## src/rtl/fir_out_serializer_if.sv

```systemverilog
// Sample handshake and serial output pins of the FIR output serializer.
interface fir_out_serializer_if #(
    parameter int unsigned DATA_IN_WIDTH = 64
);
    logic [DATA_IN_WIDTH-1:0] in_data;
    logic                     in_valid;
    logic                     in_ready;
    logic                     sck;
    logic                     ws;
    logic                     sdo;
    logic                     sat_flag;
    logic [7:0]               ovf_cnt;

    modport master (
        output in_data, in_valid,
        input  in_ready, sck, ws, sdo, sat_flag, ovf_cnt
    );

    modport slave (
        input  in_data, in_valid,
        output in_ready, sck, ws, sdo, sat_flag, ovf_cnt
    );
endinterface

```

## src/rtl/fir_out_serializer.sv

```systemverilog
// Rounds, saturates and buffers wide FIR samples, then shifts them out MSB first
// on a divided bit clock with a word-start strobe.
module fir_out_serializer #(
    parameter int unsigned DATA_IN_WIDTH  = 64,
    parameter int unsigned DATA_OUT_WIDTH = 16,
    parameter int unsigned SHIFT          = 31,
    parameter int unsigned FIFO_DEPTH     = 8,
    parameter int unsigned BIT_DIV        = 4
) (
    input  logic                 clk,
    input  logic                 reset,
    fir_out_serializer_if.slave  bus
);
    localparam int unsigned SUM_W = DATA_IN_WIDTH + 1;
    localparam int unsigned AW    = $clog2(FIFO_DEPTH);
    localparam int unsigned CW    = AW + 1;
    localparam int unsigned DIV_W = $clog2(BIT_DIV);
    localparam int unsigned IDX_W = $clog2(DATA_OUT_WIDTH);

    localparam logic [DIV_W-1:0] DIV_LAST = DIV_W'(BIT_DIV - 1);
    localparam logic [DIV_W-1:0] DIV_HALF = DIV_W'(BIT_DIV / 2);
    localparam logic [IDX_W-1:0] IDX_TOP  = IDX_W'(DATA_OUT_WIDTH - 1);
    localparam logic [CW-1:0]    CNT_FULL = CW'(FIFO_DEPTH);

    localparam logic signed [SUM_W-1:0] RND     = SUM_W'(1) << (SHIFT - 1);
    localparam logic signed [SUM_W-1:0] SAT_MAX = (SUM_W'(1) << (DATA_OUT_WIDTH - 1)) - SUM_W'(1);
    localparam logic signed [SUM_W-1:0] SAT_MIN = ~SAT_MAX;
    localparam logic [DATA_OUT_WIDTH-1:0] OUT_MAX = SAT_MAX[DATA_OUT_WIDTH-1:0];
    localparam logic [DATA_OUT_WIDTH-1:0] OUT_MIN = ~OUT_MAX;

    typedef enum logic [1:0] {
        ST_IDLE  = 2'd0,
        ST_LOAD  = 2'd1,
        ST_SHIFT = 2'd2
    } state_t;

    logic signed [SUM_W-1:0]    sum_c;
    logic signed [SUM_W-1:0]    scaled_c;
    logic [DATA_OUT_WIDTH-1:0]  word_c;
    logic                       sat_c;

    logic [DATA_OUT_WIDTH-1:0]  mem [FIFO_DEPTH];
    logic [AW-1:0]              wr_ptr;
    logic [AW-1:0]              rd_ptr;
    logic [CW-1:0]              count;
    logic                       full_c;
    logic                       empty_c;
    logic                       push_c;
    logic                       pop_c;
    logic                       sat_q;
    logic [7:0]                 ovf_q;

    state_t                     state_q, state_d;
    logic [DIV_W-1:0]           div_q, div_d;
    logic [IDX_W-1:0]           idx_q, idx_d;
    logic [DATA_OUT_WIDTH-1:0]  shreg_q, shreg_d;

    // Round half up with one guard bit so the offset add cannot wrap, then clamp.
    always_comb begin
        sum_c    = $signed({bus.in_data[DATA_IN_WIDTH-1], bus.in_data}) + RND;
        scaled_c = sum_c >>> SHIFT;
        word_c   = scaled_c[DATA_OUT_WIDTH-1:0];
        sat_c    = 1'b0;
        if (scaled_c > SAT_MAX) begin
            word_c = OUT_MAX;
            sat_c  = 1'b1;
        end else if (scaled_c < SAT_MIN) begin
            word_c = OUT_MIN;
            sat_c  = 1'b1;
        end
    end

    assign full_c       = (count == CNT_FULL);
    assign empty_c      = (count == '0);
    assign push_c       = bus.in_valid && !full_c;
    assign bus.in_ready = !full_c;
    assign bus.sat_flag = sat_q;
    assign bus.ovf_cnt  = ovf_q;

    // Sample storage; contents are don't-care once the pointers are reset.
    always_ff @(posedge clk) begin
        if (push_c) begin
            mem[wr_ptr] <= word_c;
        end
    end

    // FIFO bookkeeping plus sticky saturation and drop counters.
    always_ff @(posedge clk) begin
        if (reset) begin
            wr_ptr <= '0;
            rd_ptr <= '0;
            count  <= '0;
            sat_q  <= 1'b0;
            ovf_q  <= '0;
        end else begin
            if (push_c) begin
                wr_ptr <= wr_ptr + AW'(1);
            end
            if (pop_c) begin
                rd_ptr <= rd_ptr + AW'(1);
            end
            case ({push_c, pop_c})
                2'b10:   count <= count + CW'(1);
                2'b01:   count <= count - CW'(1);
                default: count <= count;
            endcase
            if (push_c && sat_c) begin
                sat_q <= 1'b1;
            end
            if (bus.in_valid && full_c && (ovf_q != 8'hFF)) begin
                ovf_q <= ovf_q + 8'd1;
            end
        end
    end

    // Serializer state register.
    always_ff @(posedge clk) begin
        if (reset) begin
            state_q <= ST_IDLE;
            div_q   <= '0;
            idx_q   <= '0;
            shreg_q <= '0;
        end else begin
            state_q <= state_d;
            div_q   <= div_d;
            idx_q   <= idx_d;
            shreg_q <= shreg_d;
        end
    end

    // Next state and pin decode; the next word is chained in without a gap.
    always_comb begin
        state_d = state_q;
        div_d   = div_q;
        idx_d   = idx_q;
        shreg_d = shreg_q;
        pop_c   = 1'b0;
        bus.sck = 1'b0;
        bus.ws  = 1'b0;
        bus.sdo = 1'b0;

        case (state_q)
            ST_IDLE: begin
                if (!empty_c) begin
                    state_d = ST_LOAD;
                end
            end
            ST_LOAD: begin
                pop_c   = 1'b1;
                shreg_d = mem[rd_ptr];
                idx_d   = IDX_TOP;
                div_d   = '0;
                state_d = ST_SHIFT;
            end
            ST_SHIFT: begin
                bus.sck = (div_q >= DIV_HALF);
                bus.ws  = (idx_q == IDX_TOP);
                bus.sdo = shreg_q[idx_q];
                if (div_q == DIV_LAST) begin
                    div_d = '0;
                    if (idx_q != '0) begin
                        idx_d = idx_q - IDX_W'(1);
                    end else if (!empty_c) begin
                        pop_c   = 1'b1;
                        shreg_d = mem[rd_ptr];
                        idx_d   = IDX_TOP;
                    end else begin
                        state_d = ST_IDLE;
                    end
                end else begin
                    div_d = div_q + DIV_W'(1);
                end
            end
            default: begin
                state_d = ST_IDLE;
            end
        endcase
    end
endmodule
```

## src/flat_wrapper.sv

```systemverilog
// flat-port wrapper written by rule: the top's interface ports become plain ports
module fir_out_serializer_flat 
#(
    parameter int unsigned DATA_IN_WIDTH  = 64,
    parameter int unsigned DATA_OUT_WIDTH = 16,
    parameter int unsigned SHIFT          = 31,
    parameter int unsigned FIFO_DEPTH     = 8,
    parameter int unsigned BIT_DIV        = 4
)
  (clk, reset, bus_in_data, bus_in_valid, bus_in_ready, bus_sck, bus_ws, bus_sdo, bus_sat_flag, bus_ovf_cnt);
  fir_out_serializer_if #(.DATA_IN_WIDTH(DATA_IN_WIDTH)) bus_i ();
  input  logic clk;
  input  logic reset;
  input wire logic [$bits(bus_i.in_data)-1:0] bus_in_data;
  input wire logic [$bits(bus_i.in_valid)-1:0] bus_in_valid;
  output wire logic [$bits(bus_i.in_ready)-1:0] bus_in_ready;
  output wire logic [$bits(bus_i.sck)-1:0] bus_sck;
  output wire logic [$bits(bus_i.ws)-1:0] bus_ws;
  output wire logic [$bits(bus_i.sdo)-1:0] bus_sdo;
  output wire logic [$bits(bus_i.sat_flag)-1:0] bus_sat_flag;
  output wire logic [$bits(bus_i.ovf_cnt)-1:0] bus_ovf_cnt;
  assign bus_i.in_data = bus_in_data;
  assign bus_i.in_valid = bus_in_valid;
  assign bus_in_ready = bus_i.in_ready;
  assign bus_sck = bus_i.sck;
  assign bus_ws = bus_i.ws;
  assign bus_sdo = bus_i.sdo;
  assign bus_sat_flag = bus_i.sat_flag;
  assign bus_ovf_cnt = bus_i.ovf_cnt;
  fir_out_serializer #(.DATA_IN_WIDTH(DATA_IN_WIDTH), .DATA_OUT_WIDTH(DATA_OUT_WIDTH), .SHIFT(SHIFT), .FIFO_DEPTH(FIFO_DEPTH), .BIT_DIV(BIT_DIV)) u_core (.clk(clk), .reset(reset), .bus(bus_i));
endmodule
```

## config.mk

```make
export PLATFORM = sky130hd
export DESIGN_NAME = fir_out_serializer_flat
export DESIGN_NICKNAME = d
export VERILOG_FILES = /design/src/rtl/fir_out_serializer_if.sv /design/src/rtl/fir_out_serializer.sv /design/src/flat_wrapper.sv
export SDC_FILE = /design/constraint.sdc
export NUM_CORES = 1
export LEC_CHECK = 0
export ABC_AREA = 1
export CORE_ASPECT_RATIO = 1.1
export CORE_MARGIN = 1
export CORE_UTILIZATION = 30
export CTS_CLUSTER_DIAMETER = 40
export DETAILED_ROUTE_END_ITERATION = 10
export HOLD_SLACK_MARGIN = 0.03
export SKIP_LAST_GASP = 1
export SLEW_MARGIN = 20
export SYNTH_ARGS = -nofsm -noshare
export SYNTH_HDL_FRONTEND = slang
export SYNTH_SLANG_ARGS = --single-unit
```

## constraint.sdc

```tcl
create_clock -name clk -period 3.15 [get_ports clk]
set_clock_uncertainty 0.15 [all_clocks]
set_input_delay 0.63 -clock clk [delete_from_list [all_inputs] [get_ports clk]]
set_output_delay 0.63 -clock clk [all_outputs]
set_load 0.02 [all_outputs]
```

==> flow_summary.toml, run 1 <==
[cts]
insertion_delay_ns = 0.43
clock_sinks = 174
cts_setup_buffers = 0
root_buffer = "clkbuf_16"
clk_pin_slew_worst_paths_ns = 0.08
clk_path_buf_depth = 2
ctsHtreeMaxLevel = 4
cts_buffers = 17
cts_tree = "yes"

[logic_synthesis]
synth_async_sr_flop_share_pct = 0
yosys_warnings = 0
yosys_register_bits = 174
synth_area_per_cell_um2 = 9.126
synth_compound_area_share_pct = 11.71
synthSimpleGateAreaFrac_pct = 23.54
synth_area_um2 = 8423
synth_flop_cell = "edfxtp_1"
synth_area_leaders = "edfxtp_1 (46%), dfxtp_1 (11%), nand2_1 (9.1%), nor2_1 (8.5%), o21ai_0 (4.6%)"
yosysSeqAreaShare_pct = 56.57
synthMuxAreaShare_pct = 0
yosys.area_share.adder_pct = 2.466
synth_nets = 1006
syn-instance-count = 923
synth_top_area_cell = "edfxtp_1"
synth_edf_count = 128
yosys.cell_count.top_type = "nand2_1"
synth.top_cells.by_count = "nand2_1 (205), nor2_1 (191), edfxtp_1 (128)"
synth-xor-area-share_pct = 1.664
synth_top_family_by_area = "simple AND/OR/NAND/NOR gates"
ys_types = 40
yosysTopAreaCellShare_pct = 45.63

[critical_path]
critPathTopFamily = "compound AO/OA/AOI/OAI gates"
cp-start-kind = "flip-flop"
reg2reg_depth = 18
critPathRequiredTime_ns = 2.37
cp_num_buf_inv = 2
cpMaxStageDelayCell = "dfxtp_1"
crit_path_frequent_cell = "nor2_1"
worstSetupPathType = "flip-flop to output pin"
r2r_start = "u_core.idx_q[0]$_SDFFE_PP0P_"
path_cells = "buf_4 > nor2_1 > nor2_1 > o21ai_0 > a311o_1 > a31oi_1 > dlygate4sd2_1"
end_kind = "output pin"
crit_arrival_ns = 2.19
cp_max_fo = 11
r2r_setup_slack_ns = 0.26
slowest_delay_ns = 0.38
r2r-end = "u_core.count[3]$_SDFFE_PP0P_"

[worst_hold_path]
hold_class = "flip-flop to flip-flop"
min_from = "u_core.rd_ptr[2]$_SDFFE_PP0P_"
hold_path_depth = 2

[global_routing]
grt_max_degree = 65
globalRouteOverflowTotal = 0
grt_pass1_wl_um = 32830
grt_pass1_vias = 6265
track_usage_pct = 14.79
antenna_found_initial = 0

[detailed_routing]
first_pass_iters = 5
ant_nets = 0
wire_per_inst_um = 14.47
wirelength_um = 20340
drtIter0Drc = 419
vias = 6703
drc_errors = 0
vias_per_cell = 4.767

[cells_and_area]
final_cells = 1406
drive_gt1_share_pct = 13.92
layout.nets = 1119
diodes = 0
syn2layout_area_growth_pct = 24.18

[sta]
period_share_pct = 94.26
rsz0062_at_grt = "yes"
period_minus_slack_ns = 2.969
slew_headroom_pct = 54.11
setup_ws_ns = 0.1807
setup_violations = 0
final_max_slew_viol_count = 0
setup_tns_ns = 0
worstMarginPinSlew_ns = 0.6877
finalHoldViolations = 0
max_freq_mhz = 336.8
worst_hold_slack_ns = 0.3022

[power]
vdd_drop_max_v = 0.0003934
leakagePower_nw = 3.917
p_per_area_nw_per_um2 = 613.3
finalPower_w = 0.006415

[placement]
dp_hpwl_um = 13650
dp_slack_ns = -0.2717
numPortBuffers = 49
dp_cells = 1374
place_congestion = 0.9324

[die]
row_count = 63
start_util_pct = 30.88
io_pins = 80
die_y_um = 177.7
fp.dieArea_um2 = 28750
coreArea_um2 = 27270
fp.dieW_um = 161.8

[outcome]
status = "finished, final reports clean"

[flow_run]
drv_cap = 0
## registers in the layout (all words and copies together) (netlist names), named ones only
register and cells:
u_core.mem 128, u_core.shreg_q 16, u_core.bus.ovf_cnt 8, u_core.bus.sat_flag 1
u_core.state_q 2, u_core.div_q 2, u_core.rd_ptr 3, u_core.wr_ptr 3
u_core.count 4, u_core.idx_q 4
## final cells by class
cell class,count,area (µm²)
clock buffer,17,425.4
inverter,54,206.4
fill,2823,16810
sequential,174,4767
multi-input combinational,661,3319
tap,357,446.7
clock inverter,15,150.1
timing repair buffer,128,1145
## placed cells by master (no fill, tap or decap), types with 2 or more instances in the layout
| cell type | Yosys | routed |
|---|---|---|
| inv_6 | 0 | 7 |
| edfxtp_1 | 128 | 128 |
| clkdlybuf4s50_1 | 0 | 48 |
| or2_2 | 3 | 3 |
| nand2_2 | 10 | 10 |
| buf_4 | 1 | 74 |
| nand3_2 | 2 | 2 |
| clkinv_4 | 0 | 2 |
| o22ai_1 | 3 | 3 |
| nand3b_1 | 10 | 10 |
| xnor2_1 | 7 | 7 |
| dfxtp_1 | 46 | 44 |
| nor2_1 | 191 | 190 |
| dfxtp_2 | 0 | 2 |
| buf_12 | 0 | 5 |
| o32ai_1 | 32 | 32 |
| clkinv_8 | 0 | 3 |
| nand2_1 | 205 | 205 |
| ha_1 | 15 | 15 |
| nor2_4 | 7 | 7 |
| a21oi_1 | 21 | 21 |
| o21ai_0 | 77 | 77 |
| nand3_1 | 22 | 22 |
| inv_2 | 2 | 2 |
| o21bai_1 | 4 | 4 |
| nor2_2 | 5 | 6 |
| inv_1 | 51 | 51 |
| nor4_1 | 2 | 2 |
| clkbuf_16 | 0 | 17 |
| clkinvlp_4 | 0 | 2 |
| xor2_1 | 9 | 9 |
| a31oi_1 | 20 | 20 |
| nand4_1 | 5 | 5 |
## kinds of logic (layout without fill, tap and decap cells)
group,Yosys count,count (layout)
XOR/XNOR,16,16
buffers and inverters,88,214
AO/OA/AOI/OAI,161,161
adder cells (fa/ha/maj),16,16
AND/OR/NAND/NOR,468,468
flip-flops,174,174
## tightest hold or removal path: stages, from the launching register on
cell and delay (ns):
dfxtp_1 0.31, inv_1 0.05, a21oi_1 0.06
## metrics by stage
step	cell area [µm²]	utilization, %
global route	10460	38.35
detailed placement	9879	36.22
global placement	9879	36.22
CTS	10450	38.33
floorplan	8423	-
finish	10460	38.35
## power by group
| group | internal [W] | switching, W | total [W] | leakage [nW] |
|---|---|---|---|---|
| sequential | 0.00269 | 0.000164 | 0.00285 | 1.53 |
| combinational | 0.000579 | 0.000974 | 0.00155 | 2.11 |
| clock | 0.00105 | 0.000958 | 0.00201 | 0.278 |
| total | 0.00432 | 0.00210 | 0.00641 | 3.92 |
## worst max-delay path by stage
stage	start	end	slack, ns	cells past startpoint
2_1_floorplan	u_core.idx_q[0]$_SDFFE_PP0P_	u_core.count[3]$_SDFFE_PP0P_	0.48	18
3_3_place_gp	bus_in_data[30]	u_core.mem[5][3]$_DFFE_PP_	-0.21	16
3_5_place_dp	bus_in_data[30]	u_core.mem[4][4]$_DFFE_PP_	-0.27	16
4_1_cts	bus_in_data[30]	u_core.mem[6][4]$_DFFE_PP_	0.19	16
5_1_grt	bus_in_data[39]	u_core.mem[1][4]$_DFFE_PP_	-0.04	15
6_report	u_core.idx_q[0]$_SDFFE_PP0P_	bus_sdo	0.18	7
## routing by layer
metal | GRT usage, % | part of all wire (%) | up-vias | routed length [µm]
li1 | - | - | 3388 | -
met1 | 18.64 | 45 | 3135 | 9174
met2 | 25.75 | 49 | 159 | 9907
met3 | 1.870 | 4.4 | 21 | 894
met4 | 5.542 | 1.8 | 0 | 368
met5 | 0 | 0 | - | 0
## repair_timing
item                                    in CTS  in global routing
hold buffers                                 0                  0
resized for setup                            1                  2
endpoints found under the setup margin       1                121
Note: power is estimated with default switching activity, not from simulation.
==> run 2: changes to the inputs <==
--- a/config.mk
+++ b/config.mk
@@ -7,11 +7,13 @@
 export LEC_CHECK = 0
 export ABC_AREA = 1
 export CORE_ASPECT_RATIO = 1.1
-export CORE_MARGIN = 1
+export CORE_MARGIN = 8
 export CORE_UTILIZATION = 30
 export CTS_CLUSTER_DIAMETER = 40
 export DETAILED_ROUTE_END_ITERATION = 10
 export HOLD_SLACK_MARGIN = 0.03
+export PLACE_DENSITY = 0.54
+export REMOVE_ABC_BUFFERS = 1
 export SKIP_LAST_GASP = 1
 export SLEW_MARGIN = 20
 export SYNTH_ARGS = -nofsm -noshare
==> run 2 against run 1 <==
  * Utilization is 0.87 points lower
  * Maximum frequency is 1.4% higher
  * Total power is 1.3% lower
  * Final area is 0.73% lower
  * Critical path type unchanged
  * Critical endpoint unchanged
  * Largest power group unchanged
  * Highest routed layer unchanged
==> flow_summary.toml, run 2 (synthesis gave the netlist of run 1 again) <==
[worst_hold_path]
hold_class = "flip-flop to flip-flop"
hold_path_depth = 2

[die]
die_y_um = 191.7
start_util_pct = 30.40
coreArea_um2 = 27710
fp.dieW_um = 175.8
fp.dieArea_um2 = 33700
io_pins = 80
row_count = 64

[critical_path]
r2r_setup_slack_ns = 0.29
cp_max_fo = 11
end_kind = "output pin"
critPathRequiredTime_ns = 2.37
slowest_delay_ns = 0.38
path_cells = "buf_4 > o21ai_0 > o22ai_1 > nor2_1 > a311o_1 > a31oi_1 > dlygate4sd2_1"
crit_arrival_ns = 2.15
worstSetupPathType = "flip-flop to output pin"
cp-start-kind = "flip-flop"
reg2reg_depth = 18
cpMaxStageDelayCell = "dfxtp_1"

[detailed_routing]
first_pass_iters = 5
wire_per_inst_um = 14.61
drc_errors = 0
drtIter0Drc = 348
vias_per_cell = 4.700
ant_nets = 0
vias = 6623
wirelength_um = 20580

[cts]
clk_path_buf_depth = 2
cts_tree = "yes"
clock_sinks = 174
cts_buffers = 17
clk_pin_slew_worst_paths_ns = 0.07
root_buffer = "clkbuf_16"
hold_buffers = 0
insertion_delay_ns = 0.42
ctsHtreeMaxLevel = 4

[cells_and_area]
drive_gt1_share_pct = 13.67
largest_register_ffs = 128
final_common_cell = "nand2_1"
diodes = 0
final_cells = 1409
layout.nets = 1116
regMostFlops = "u_core.mem"
syn2layout_area_growth_pct = 23.28
n_fill_cell = 2855
layout_common_cells = "nand2_1 (205), nor2_1 (191), edfxtp_1 (128), o21ai_0 (77), buf_4 (74)"

[placement]
dp_hpwl_um = 13960
dp_cells = 1377
numPortBuffers = 49
place_congestion = 0.8793

[flow_run]
drv_cap = 0

[sta]
max_freq_mhz = 341.3
setup_violations = 0
period_share_pct = 93.01
rsz0062_at_grt = "no"
final_max_slew_viol_count = 0
finalHoldViolations = 0
worstMarginPinSlew_ns = 0.8010
setup_tns_ns = 0
period_minus_slack_ns = 2.930
slew_headroom_pct = 46.60

[global_routing]
antenna_found_initial = 0
grt_pass1_vias = 6391
grt_max_degree = 65
track_usage_pct = 12.55
grt_pass1_wl_um = 33430
globalRouteOverflowTotal = 0

[power]
leakagePower_nw = 3.890
vdd_drop_max_v = 0.0004168
p_per_area_nw_per_um2 = 609.9

[outcome]
status = "finished, final reports clean"
==> run 2: worst paths after layout <==
check                                        to                          startpoint
max reg2reg        u_core.count[3]$_SDFFE_PP0P_        u_core.idx_q[0]$_SDFFE_PP0P_
min reg2reg  u_core.bus.ovf_cnt[7]$_SDFFE_PP0P_  u_core.bus.ovf_cnt[7]$_SDFFE_PP0P_
min          u_core.bus.ovf_cnt[7]$_SDFFE_PP0P_  u_core.bus.ovf_cnt[7]$_SDFFE_PP0P_
max                                     bus_sdo        u_core.idx_q[0]$_SDFFE_PP0P_
==> run 2: layout make-up <==
cell class | count | area, µm² | area share (%)
repair buffers | 125 | 1085 | 10.45
inverters | 54 | 206.4 | 1.988
well taps | 363 | 454.2 | 4.374
clock buffers | 17 | 425.4 | 4.097
clock inverters | 15 | 123.9 | 1.193
flip-flops and latches | 174 | 4767 | 45.91
multi-input cells | 661 | 3322 | 31.99
==> run 2: through the flow <==
stage               worst slack (ns)  instance area, µm²  hold slack (ns)  util [%]  power [W]
floorplan                     0.2851                8284           0.2834         -   0.003858
global placement             -0.1832                9827           0.3014     35.47   0.004408
detailed placement           -0.1986                9827           0.3065     35.47   0.004429
CTS                           0.2057               10380           0.3253     37.45   0.006383
global route                0.005913               10380           0.3612     37.48   0.006713
finish                        0.2203               10380           0.3206     37.48   0.006333
==> run 2: timing repair <==
action | CTS | global route
gates resized for setup | 1 | 3
cloned | 0 | 0
hold endpoints to repair | 0 | 0
setup endpoints to repair | 1 | 1
buffers inserted | 0 | 0
==> run 2: critical path: cells and delay by family, from the launching register on <==
kind,cells,cell delay (ns)
DFF,1,0.38
and+or+nand+nor,1,0.06
buffers and inverters,2,0.55
AOI/OAI and AO/OA,4,0.73
==> run 2: report_power, final <==
| group | total [W] | switching (W) | leakage (nW) | internal [W] |
|---|---|---|---|---|
| Sequential | 0.00288 | 0.000189 | 1.53 | 0.00269 |
| Combinational | 0.00150 | 0.000936 | 2.09 | 0.000564 |
| Clock | 0.00196 | 0.000918 | 0.276 | 0.00104 |
| Total | 0.00633 | 0.00204 | 3.89 | 0.00429 |
==> run 2: layer usage <==
metal / track usage (%) / up-vias / routed length [µm]
met3: 2.576 / 18 / 834
met2: 21.72 / 145 / 9992
li1: - / 3383 / -
met4: 4.111 / 0 / 278
met5: 0 / - / 0
met1: 15.38 / 3077 / 9473
==> run 3: changes to the inputs <==
==> constraint.sdc (replaced) <==
create_clock -name clk -period 3.22 [get_ports clk]
set_clock_uncertainty 0.15 [all_clocks]
set_input_delay 0.644 -clock clk [delete_from_list [all_inputs] [get_ports clk]]
set_output_delay 0.644 -clock clk [all_outputs]
set_load 0.02 [all_outputs]
==> run 3 against run 2 <==
  * Non-clock buffer count shrank 5
  * Die area unchanged
  * Final area about the same
  * Largest power group unchanged
  * Highest routed layer unchanged
==> flow_summary.toml, run 3 (synthesis gave the netlist of run 1 again) <==
[outcome]
status = "finished, final reports clean"

[detailed_routing]
drc_errors = 0
wire_per_inst_um = 14.68
drtIter0Drc = 396
ant_nets = 0
vias = 6595
first_pass_iters = 5
vias_per_cell = 4.697
wirelength_um = 20620

[cells_and_area]
multi_input_area_um2 = 3322
layout_common_cells = "nand2_1 (205), nor2_1 (191), edfxtp_1 (128), o21ai_0 (77), buf_4 (68)"
n_fill_cell = 2876
drive_gt1_share_pct = 13.16
regMostFlops = "u_core.mem"
layout.area.seq_um2 = 4767
largest_register_ffs = 128
final_common_cell = "nand2_1"
layout.nets = 1111
diodes = 0
fin_area_um2 = 10380
syn2layout_area_growth_pct = 23.26

[global_routing]
grt_max_degree = 61
grt_pass1_wl_um = 33510
antenna_found_initial = 0
track_usage_pct = 12.49
globalRouteOverflowTotal = 0
grt_pass1_vias = 6446

[die]
die_y_um = 191.7
row_count = 64
fp.dieW_um = 175.8
io_pins = 80
fp.dieArea_um2 = 33700
start_util_pct = 30.40
coreArea_um2 = 27710

[critical_path]
slowest_delay_ns = 0.57
worstSetupPathType = "input port to flip-flop"
cp_max_fo = 16
cp-start-kind = "input port"
crit_path_frequent_cell = "nand2_1"
end_kind = "flip-flop"
path_cells = "clkdlybuf4s50_1 > nand2_1 > nor2_1 > nand2_1 > nor2_2 > nand2_1 > nand2_1 > nand2_1 > nor2_1 > nand3_2 > o21ai_4 > buf_12 > nand2_1 > nand2_1"
crit_arrival_ns = 3.02
critPathRequiredTime_ns = 3.28
cpMaxStageDelayCell = "clkdlybuf4s50_1"

[placement]
placed_area_um2 = 9802
dp_hpwl_um = 14210
numPortBuffers = 49
place_congestion = 0.8872

[cts]
ctsHtreeMaxLevel = 4
clk_path_buf_depth = 2
cts_tree = "yes"
root_buffer = "clkbuf_16"
clock_sinks = 174
cts_setup_buffers = 0
insertion_delay_ns = 0.43
clk_pin_slew_worst_paths_ns = 0.07
cts_buffers = 17

[power]
finalPower_w = 0.006285
vdd_drop_max_v = 0.0003982
leakagePower_nw = 3.879
p_per_area_nw_per_um2 = 605.3

[sta]
period_share_pct = 91.69
setup_violations = 0
final_max_slew_viol_count = 0
worstMarginPinSlew_ns = 0.8011
max_freq_mhz = 338.7
period_minus_slack_ns = 2.952
rsz0062_at_grt = "no"
finalHoldViolations = 0
slew_headroom_pct = 46.59

[worst_hold_path]
hold_class = "flip-flop to flip-flop"

[flow_run]
drv_cap = 0
run 3: worst paths after layout:
check / start / to / slack (ns) / depth (start not counted)
worst max register to register: u_core.idx_q[1]$_SDFFE_PP0P_ / u_core.count[3]$_SDFFE_PP0P_ / 0.37 / 18
worst min-delay path: u_core.bus.sat_flag$_SDFFE_PP0P_ / u_core.bus.sat_flag$_SDFFE_PP0P_ / 0.31 / 2
worst max-delay path: bus_in_data[45] / u_core.mem[4][8]$_DFFE_PP_ / 0.27 / 14
worst min register to register: u_core.bus.sat_flag$_SDFFE_PP0P_ / u_core.bus.sat_flag$_SDFFE_PP0P_ / 0.31 / 2
run 3: metrics by stage:
stage                     std cells  setup WS, ns  TNS, ns  util, %  hold slack [ns]
after floorplan                 889        0.3551        0        -           0.2834
after global placement         1372       -0.1535   -13.90    35.38           0.3018
after detailed placement       1372       -0.1545   -13.28    35.38           0.2997
after CTS                      1404        0.2599        0    37.45           0.3106
after global routing           1404       0.02995        0    37.47           0.3475
final                          1404        0.2677        0    37.47           0.3094
run 3: what timing repair did:
| action | in CTS | in global routing |
|---|---|---|
| hold buffers | 0 | 0 |
| setup endpoints to repair | 1 | 1 |
| resized for setup | 1 | 1 |
run 3: routing by layer:
metal,track usage [%],routed length (µm)
met5,0,0
met3,2.458,850
met1,15.44,9584
met4,3.948,329
met2,21.62,9851
run 3: layout make-up:
| type | count | area share [%] |
|---|---|---|
| well taps | 363 | 4.375 |
| inverters | 54 | 1.952 |
| flip-flops and latches | 174 | 45.91 |
| clock inverters | 14 | 1.422 |
| repair buffers | 120 | 10.21 |
| multi-input cells | 661 | 32.00 |
| clock buffers | 18 | 4.134 |
run 3: worst max-delay path: cells and delay by family:
| kind | cells | cell delay (ns) |
|---|---|---|
| AND/OR/NAND/NOR | 11 | 1.47 |
| buffers and inverters | 2 | 0.72 |
| AO/OA/AOI/OAI | 1 | 0.16 |
run 3: where the power goes:
part / leakage (nW) / internal, W / switching [W] / total [W]
Clock: 0.283 / 0.00110 / 0.000905 / 0.00200
Sequential: 1.53 / 0.00263 / 0.000188 / 0.00282
Combinational: 2.07 / 0.000559 / 0.000907 / 0.00147
